## src/rtl/button_event_ctrl.sv

```systemverilog
// Button event controller: turns a debounced button level into SHORT, LONG and
// REPEAT events and delivers them over a valid/ready handshake with overflow tracking.
module button_event_ctrl #(
  parameter int LONG_CNT   = 1000000,
  parameter int REPEAT_CNT = 250000
) (
  input  logic       clk,
  input  logic       reset,
  input  logic       btn_level,
  input  logic       enable,
  output logic       evt_valid,
  output logic [1:0] evt_code,
  input  logic       evt_ready,
  output logic       evt_overflow
);

  localparam int MAX_CNT = (LONG_CNT > REPEAT_CNT) ? LONG_CNT : REPEAT_CNT;
  localparam int CW      = (MAX_CNT > 1) ? $clog2(MAX_CNT) : 1;

  localparam logic [CW-1:0] LONG_LAST   = CW'(LONG_CNT - 1);
  localparam logic [CW-1:0] REPEAT_LAST = CW'(REPEAT_CNT - 1);

  localparam logic [1:0] CODE_NONE   = 2'b00;
  localparam logic [1:0] CODE_SHORT  = 2'b01;
  localparam logic [1:0] CODE_LONG   = 2'b10;
  localparam logic [1:0] CODE_REPEAT = 2'b11;

  typedef enum logic [1:0] {
    IDLE   = 2'd0,
    HELD   = 2'd1,
    REPEAT = 2'd2
  } state_t;

  state_t        state, state_next;
  logic [CW-1:0] cnt, cnt_next;
  logic          emit;
  logic [1:0]    emit_code;

  always_ff @(posedge clk or posedge reset) begin
    if (reset) begin
      state <= IDLE;
      cnt   <= '0;
    end else begin
      state <= state_next;
      cnt   <= cnt_next;
    end
  end

  // Disabling wins over everything: it drops any hold in progress without an event.
  always_comb begin
    state_next = state;
    cnt_next   = cnt;
    emit       = 1'b0;
    emit_code  = CODE_NONE;
    if (!enable) begin
      state_next = IDLE;
      cnt_next   = '0;
    end else begin
      case (state)
        IDLE: begin
          if (btn_level) begin
            state_next = HELD;
            cnt_next   = '0;
          end
        end
        HELD: begin
          if (!btn_level) begin
            state_next = IDLE;
            emit       = 1'b1;
            emit_code  = CODE_SHORT;
          end else if (cnt == LONG_LAST) begin
            state_next = REPEAT;
            cnt_next   = '0;
            emit       = 1'b1;
            emit_code  = CODE_LONG;
          end else begin
            cnt_next = cnt + CW'(1);
          end
        end
        REPEAT: begin
          if (!btn_level) begin
            state_next = IDLE;
          end else if (cnt == REPEAT_LAST) begin
            cnt_next  = '0;
            emit      = 1'b1;
            emit_code = CODE_REPEAT;
          end else begin
            cnt_next = cnt + CW'(1);
          end
        end
        default: begin
          state_next = IDLE;
          cnt_next   = '0;
        end
      endcase
    end
  end

  // A new event may take the slot if it is empty or being drained this edge;
  // otherwise the pending event is kept and the new one is dropped.
  always_ff @(posedge clk or posedge reset) begin
    if (reset) begin
      evt_valid    <= 1'b0;
      evt_code     <= CODE_NONE;
      evt_overflow <= 1'b0;
    end else begin
      if (emit && evt_valid && !evt_ready) begin
        evt_overflow <= 1'b1;
      end else if (emit) begin
        evt_valid <= 1'b1;
        evt_code  <= emit_code;
      end else if (evt_valid && evt_ready) begin
        evt_valid <= 1'b0;
        evt_code  <= CODE_NONE;
      end
    end
  end

endmodule

```

## config.mk

```make
export PLATFORM = sky130hd
export DESIGN_NAME = button_event_ctrl
export DESIGN_NICKNAME = d
export VERILOG_FILES = /design/src/rtl/button_event_ctrl.sv
export SDC_FILE = /design/constraint.sdc
export NUM_CORES = 1
export LEC_CHECK = 0
export BUFFER_PORTS_ARGS = -buffer_cell sky130_fd_sc_hd__buf_2
export CAP_MARGIN = 20
export CORE_UTILIZATION = 29
export CTS_CLUSTER_DIAMETER = 120
export DETAILED_ROUTE_END_ITERATION = 10
export SYNTH_ARGS = -nofsm -noshare
export SYNTH_HDL_FRONTEND = slang
export SYNTH_SLANG_ARGS = --single-unit
```

## constraint.sdc

```tcl
create_clock -name clk -period 2.55 [get_ports clk]
set_input_delay 0 -clock clk [delete_from_list [all_inputs] [get_ports clk]]
set_output_delay 0 -clock clk [all_outputs]
set_load 0.01 [all_outputs]
```

# == Word-level counts from Yosys, hierarchy flattened ==
# Cells that the tools add are included.
# op_classes
n_reduce_logical,9
eq_ne,9
n_addsub,1
n_mux,29
n_bitwise,1
# ops
operator,n
20-bit 2-to-1 mux,6
20-bit one-hot mux with 3 select lines,1
2-bit 2-to-1 mux,12
"20-bit by 1-bit adder with 20-bit output, second input constant",1
"20-bit by 18-bit == test with 1-bit output, second input constant",1
"20-bit == test, second input constant",1
"3-bit != test, second input constant",4
1-bit 2-to-1 mux,7
2-bit one-hot mux with 3 select lines,1
3-bit AND reduction,2
"4-bit != test, second input constant",1
2-bit one-hot mux with 2 select lines,1
1-bit logical AND,3
"2-bit by 1-bit == test with 1-bit output, second input constant",1
"2-bit == test, second input constant",1
2-bit logical NOT,1
1-bit one-hot mux with 2 select lines,1
2-bit AND reduction,1
2-bit nonzero test,1
1-bit logical NOT,1
1-bit inverter,1
# totals
out_inout_bits,4
input_bits,5
reg_bits,26
wordCells,54

# == Depth between registers and ports, before layout ==
# logic_depth
word_depth,9
ltp_mapped,8

# == Least setup slack after synthesis ==
# OpenSTA, ideal clock, no wires.
# synth_path
kind,flip-flop to flip-flop
from,register state[1]
to,register cnt[15]
setup_ns,0.087
path_stages_with_launch,8
period_less_slack_ns,1.914
arrival_time_ns,1.827
setup_slack_ns,0.636
path_buffers,0
cell_sequence,dfrtp_1 inv_1 ha_1 nor3_1 o2111a_2 nand3_1 or3_1 a22oi_1
# synth_via
elab_chain_cells,3
elab_cells_between_ends,9
classes_between,eq/ne: 5; mux: 2; reduce/logical: 2
# synth_lines
element,line,rtl
from (decl),34,"state_t state, state_next;"
from (signal assigned),44,state <= state_next;
2-bit by 1-bit == test with 1-bit output (tied with other cells),59,case (state)
3-bit != test (no line) / 20-bit one-hot mux with 3 select lines (equally long branches),-,
3-bit AND reduction (no line) / 20-bit 2-to-1 mux (equally long branches),-,
to (signal assigned),45,cnt <= cnt_next;
to (decl),35,"logic [CW-1:0] cnt, cnt_next;"
# Several ways; a longest one is shown, not always the timed one.
# A chain may end at the register's enable or synchronous reset.

# == Worst setup path in the final report ==
# Same ends and word-level chain as after synthesis.

==> impl_metrics.yaml <==
synth:
  synth_seq_cells: 26
  synth_sequential_area_ratio_pct: 40.4
  synthesis.yosys.warnings: 0
  synth-edff-count: 0
  synth_async_sr_flop_share_pct: 100
  synth_area_mm2: 0.00161
  synthesis.area_per_instance_um2: 9.47
  synth-main-ff-cell: "dfrtp_1"
  count_of_distinct_cell_types_in_the_synthesized_netlist: 48
  synthesis.nets: 180
  synth_cells: 170
global_route:
  track_usage_pct: 12.4
  maximum_number_of_pins_on_one_net_before_global_route_repair: 27
  initial_antenna_violation_count: 0
  grt_pass1_vias: 1293
  grt_first_pass_wirelength_um: 5890
  grt_overflow_total: 0
timing:
  max-slew-margin-rel_pct: 65.5
  hold_viol: 0
  postLayoutSetupSlackWorst_ns: 0.298
  tightest_slew_ns: 0.512
  setup_viol: 0
  period_minus_slack_ns: 2.25
  setup_tns_ns: 0
  timing.clock.skew_ns: 0.00183
  max_freq_mhz: 444
  rsz0062_at_grt: "false"
  period_share_pct: 88.3
  maxSlewViolCount: 0
place:
  place_hpwl_um: 2470
  place_ws_ns: 0.300
  placement.io_buffers: 8
  place_congestion: 0.791
cts:
  cts_tree: "done"
  cts_root_buf: "clkbuf_8"
  cts.sinks: 26
  cts_hold_buffers: 1
  post_cts_buffers: 0
  clkSlewWorstSetupHoldPaths_ns: 0.08
  cts_made_buffers: 3
  clock_tree.htree_level_count: 1
  worst_skew_pair.late_latency_ns: 0.26
  postCtsResizedCells: 0
  clockBufferDepth: 2
floorplan:
  die-area_mm2: 0.00585
  num_io_pins: 9
  initial_core_utilization_pct: 30.7
  core_region_area_mm2: 0.00524
  std_cell_rows: 26
  die_y_um: 76.5
  die_x_um: 76.5
routing:
  wl_met3_um: 109
  postRouteWirelength_um: 3380
  wl_met2_um: 1490
  drt-met1-wl_um: 1760
  firstDrtPassIters: 4
  via_count: 1304
  uppermost_signal_routing_layer_after_detailed_routing: "met4"
  drt_iter0_markers: 80
  drc: 0
  post_drt_via_cell_ratio: 5.20
  antenna_violating_nets_post_route: 0
  drt-wirelength-per-cell_um: 13.5
worst_hold_path:
  hp-start: "evt_ready"
  worstHoldPathCells: 4
  worst_hold_path.endpoint: "evt_code[0]$_DFFE_PP0P_"
  hold_path.class: "in -> reg"
power:
  leakage_power_nw: 0.742
  power.density_mw_per_mm2: 525
  worst_ir_drop_vdd_v: 0.000211
outcome:
  run_status: "complete, no violations"
critical_path:
  worst-r2r-cell-count: 7
  required_ns: 2.73
  critPathCaptureType: "register"
  rr_endpoint: "cnt[15]$_DFFE_PP0P_"
  crit-reg2reg-launch: "state[1]$_DFFE_PP0P_"
  rrSetupSlack_ns: 0.30
  criticalPathCategory: "reg -> reg"
  setup.worst_path.start_class: "register"
  path_max_fanout: 6
  timing.critical_path.arrival_ns: 2.44
cells_and_area:
  final_layout_size_suffix_gt1_share_pct: 16.0
  nets: 193
  syn_to_final_growth_pct: 12.6
  diodes: 0
flow_run:
  max_cap_viol_count: 0
==> area by class of cell <==
class                   count  area [µm²]
inverters                   6        22.5
repair buffers             12        92.6
multi-input cells         134         918
flip-flops and latches     26         651
clock buffers               3        41.3
fillers                   525        3420
well taps                  70        87.6
==> registers in the layout, summed over array words and instances, names as in the netlist <==
name	cells
evt_overflow	1
evt_code	2
state	2
cnt	20
evt_valid	1
==> report_power, final <==
group	total [mW]	leakage (nW)	internal [mW]	switching [mW]
Sequential	0.452	0.360	0.437	0.0151
Clock	0.224	0.0216	0.106	0.119
Combinational	0.274	0.360	0.0939	0.181
Total	0.951	0.742	0.637	0.314
==> cell usage after synthesis (2+ instances only) <==
| master | count | share of area, % |
|---|---|---|
| a21oi_2 | 2 | 1.1 |
| nor2_1 | 6 | 1.4 |
| dfrtp_1 | 26 | 40 |
| o21ai_0 | 7 | 2.2 |
| or3_1 | 2 | 0.78 |
| nor4_1 | 3 | 1.2 |
| xor2_1 | 3 | 1.6 |
| a221o_1 | 4 | 2.5 |
| mux2i_1 | 3 | 1.9 |
| inv_1 | 6 | 1.4 |
| a21oi_1 | 12 | 3.7 |
| or4_4 | 2 | 1.4 |
| xnor2_1 | 7 | 3.8 |
| nor2b_1 | 2 | 0.78 |
| ha_1 | 5 | 3.9 |
| a211oi_1 | 3 | 1.4 |
| nand2_1 | 20 | 4.7 |
| clkbuf_1 | 3 | 0.70 |
| a22oi_1 | 2 | 0.93 |
| and3_1 | 3 | 1.2 |
| and2_1 | 3 | 1.2 |
| nor3_1 | 5 | 1.6 |
| nand2b_1 | 3 | 1.2 |
| nand3_1 | 12 | 3.7 |
| nand4_1 | 3 | 1.2 |
==> worst max-delay path, cell delays in order, from the launching register on <==
cell      delay (ns)
dfrtp_1         0.36
inv_1           0.08
ha_1            0.29
nor3_1          0.44
o2111a_2        0.31
nand3_1         0.18
or3_1           0.36
a22oi_1         0.16
==> routing by layer <==
layer	up-vias	GRT usage (%)
met5	-	0
met4	0	3.08
met3	4	3.11
met2	18	19.8
met1	626	16.7
li1	656	-
==> worst max path at each step <==
stage | startpoint | to | slack, ns | cells after the start
after global routing | state[1]$_DFFE_PP0P_ | cnt[15]$_DFFE_PP0P_ | 0.05 | 7
after CTS | state[1]$_DFFE_PP0P_ | cnt[15]$_DFFE_PP0P_ | 0.27 | 7
after floorplan | state[1]$_DFFE_PP0P_ | cnt[15]$_DFFE_PP0P_ | 0.64 | 7
after detailed placement | state[1]$_DFFE_PP0P_ | cnt[15]$_DFFE_PP0P_ | 0.30 | 7
final | state[1]$_DFFE_PP0P_ | cnt[15]$_DFFE_PP0P_ | 0.30 | 7
after global placement | state[1]$_DFFE_PP0P_ | cnt[4]$_DFFE_PP0P_ | 0.44 | 7
==> cell families (layout without fill, tap and decap cells) <==
logic type               after synthesis  after routing  synth area share [%]
flip-flops                            26             26                  40.4
XOR/XNOR                              10             10                  5.44
multiplexers                           3              3                  1.86
AO/OA/AOI/OAI                         42             42                  18.9
buffers and inverters                 10             21                  2.56
AND/OR/NAND/NOR                       74             74                  27.0
adder cells (fa/ha/maj)                5              5                  3.89
==> metrics by stage <==
step	hold slack [ns]	power, mW	cell area [µm²]	cells	utilization [%]
6_report	0.0356	0.951	1810	251	34.6
3_3_place_gp	0.292	0.724	1730	246	33.1
4_1_cts	0.0309	0.959	1790	250	34.1
5_1_grt	0.0383	1.02	1810	251	34.6
3_5_place_dp	0.288	0.729	1730	246	33.1
2_1_floorplan	0.0400	0.654	1610	170	-
==> placed cells by master, fill, tap and decap left out, types with 2 or more instances in the layout <==
cell      count
ha_1          5
a21oi_1      12
a221o_1       4
buf_4         2
and2_1        3
a22oi_1       2
or3_1         2
nand2_1      20
nand3_1      12
xor2_1        3
and3_1        3
nor3_1        5
or4_4         2
o21ai_0       7
nand4_1       3
xnor2_1       7
buf_2         8
nor2b_1       2
a21oi_2       2
a211oi_1      3
nor4_1        3
inv_1         6
nor2_1        6
clkbuf_8      3
nand2b_1      3
dfrtp_1      26
mux2i_1       3
No activity file was read; power rests on OpenSTA's default activity.
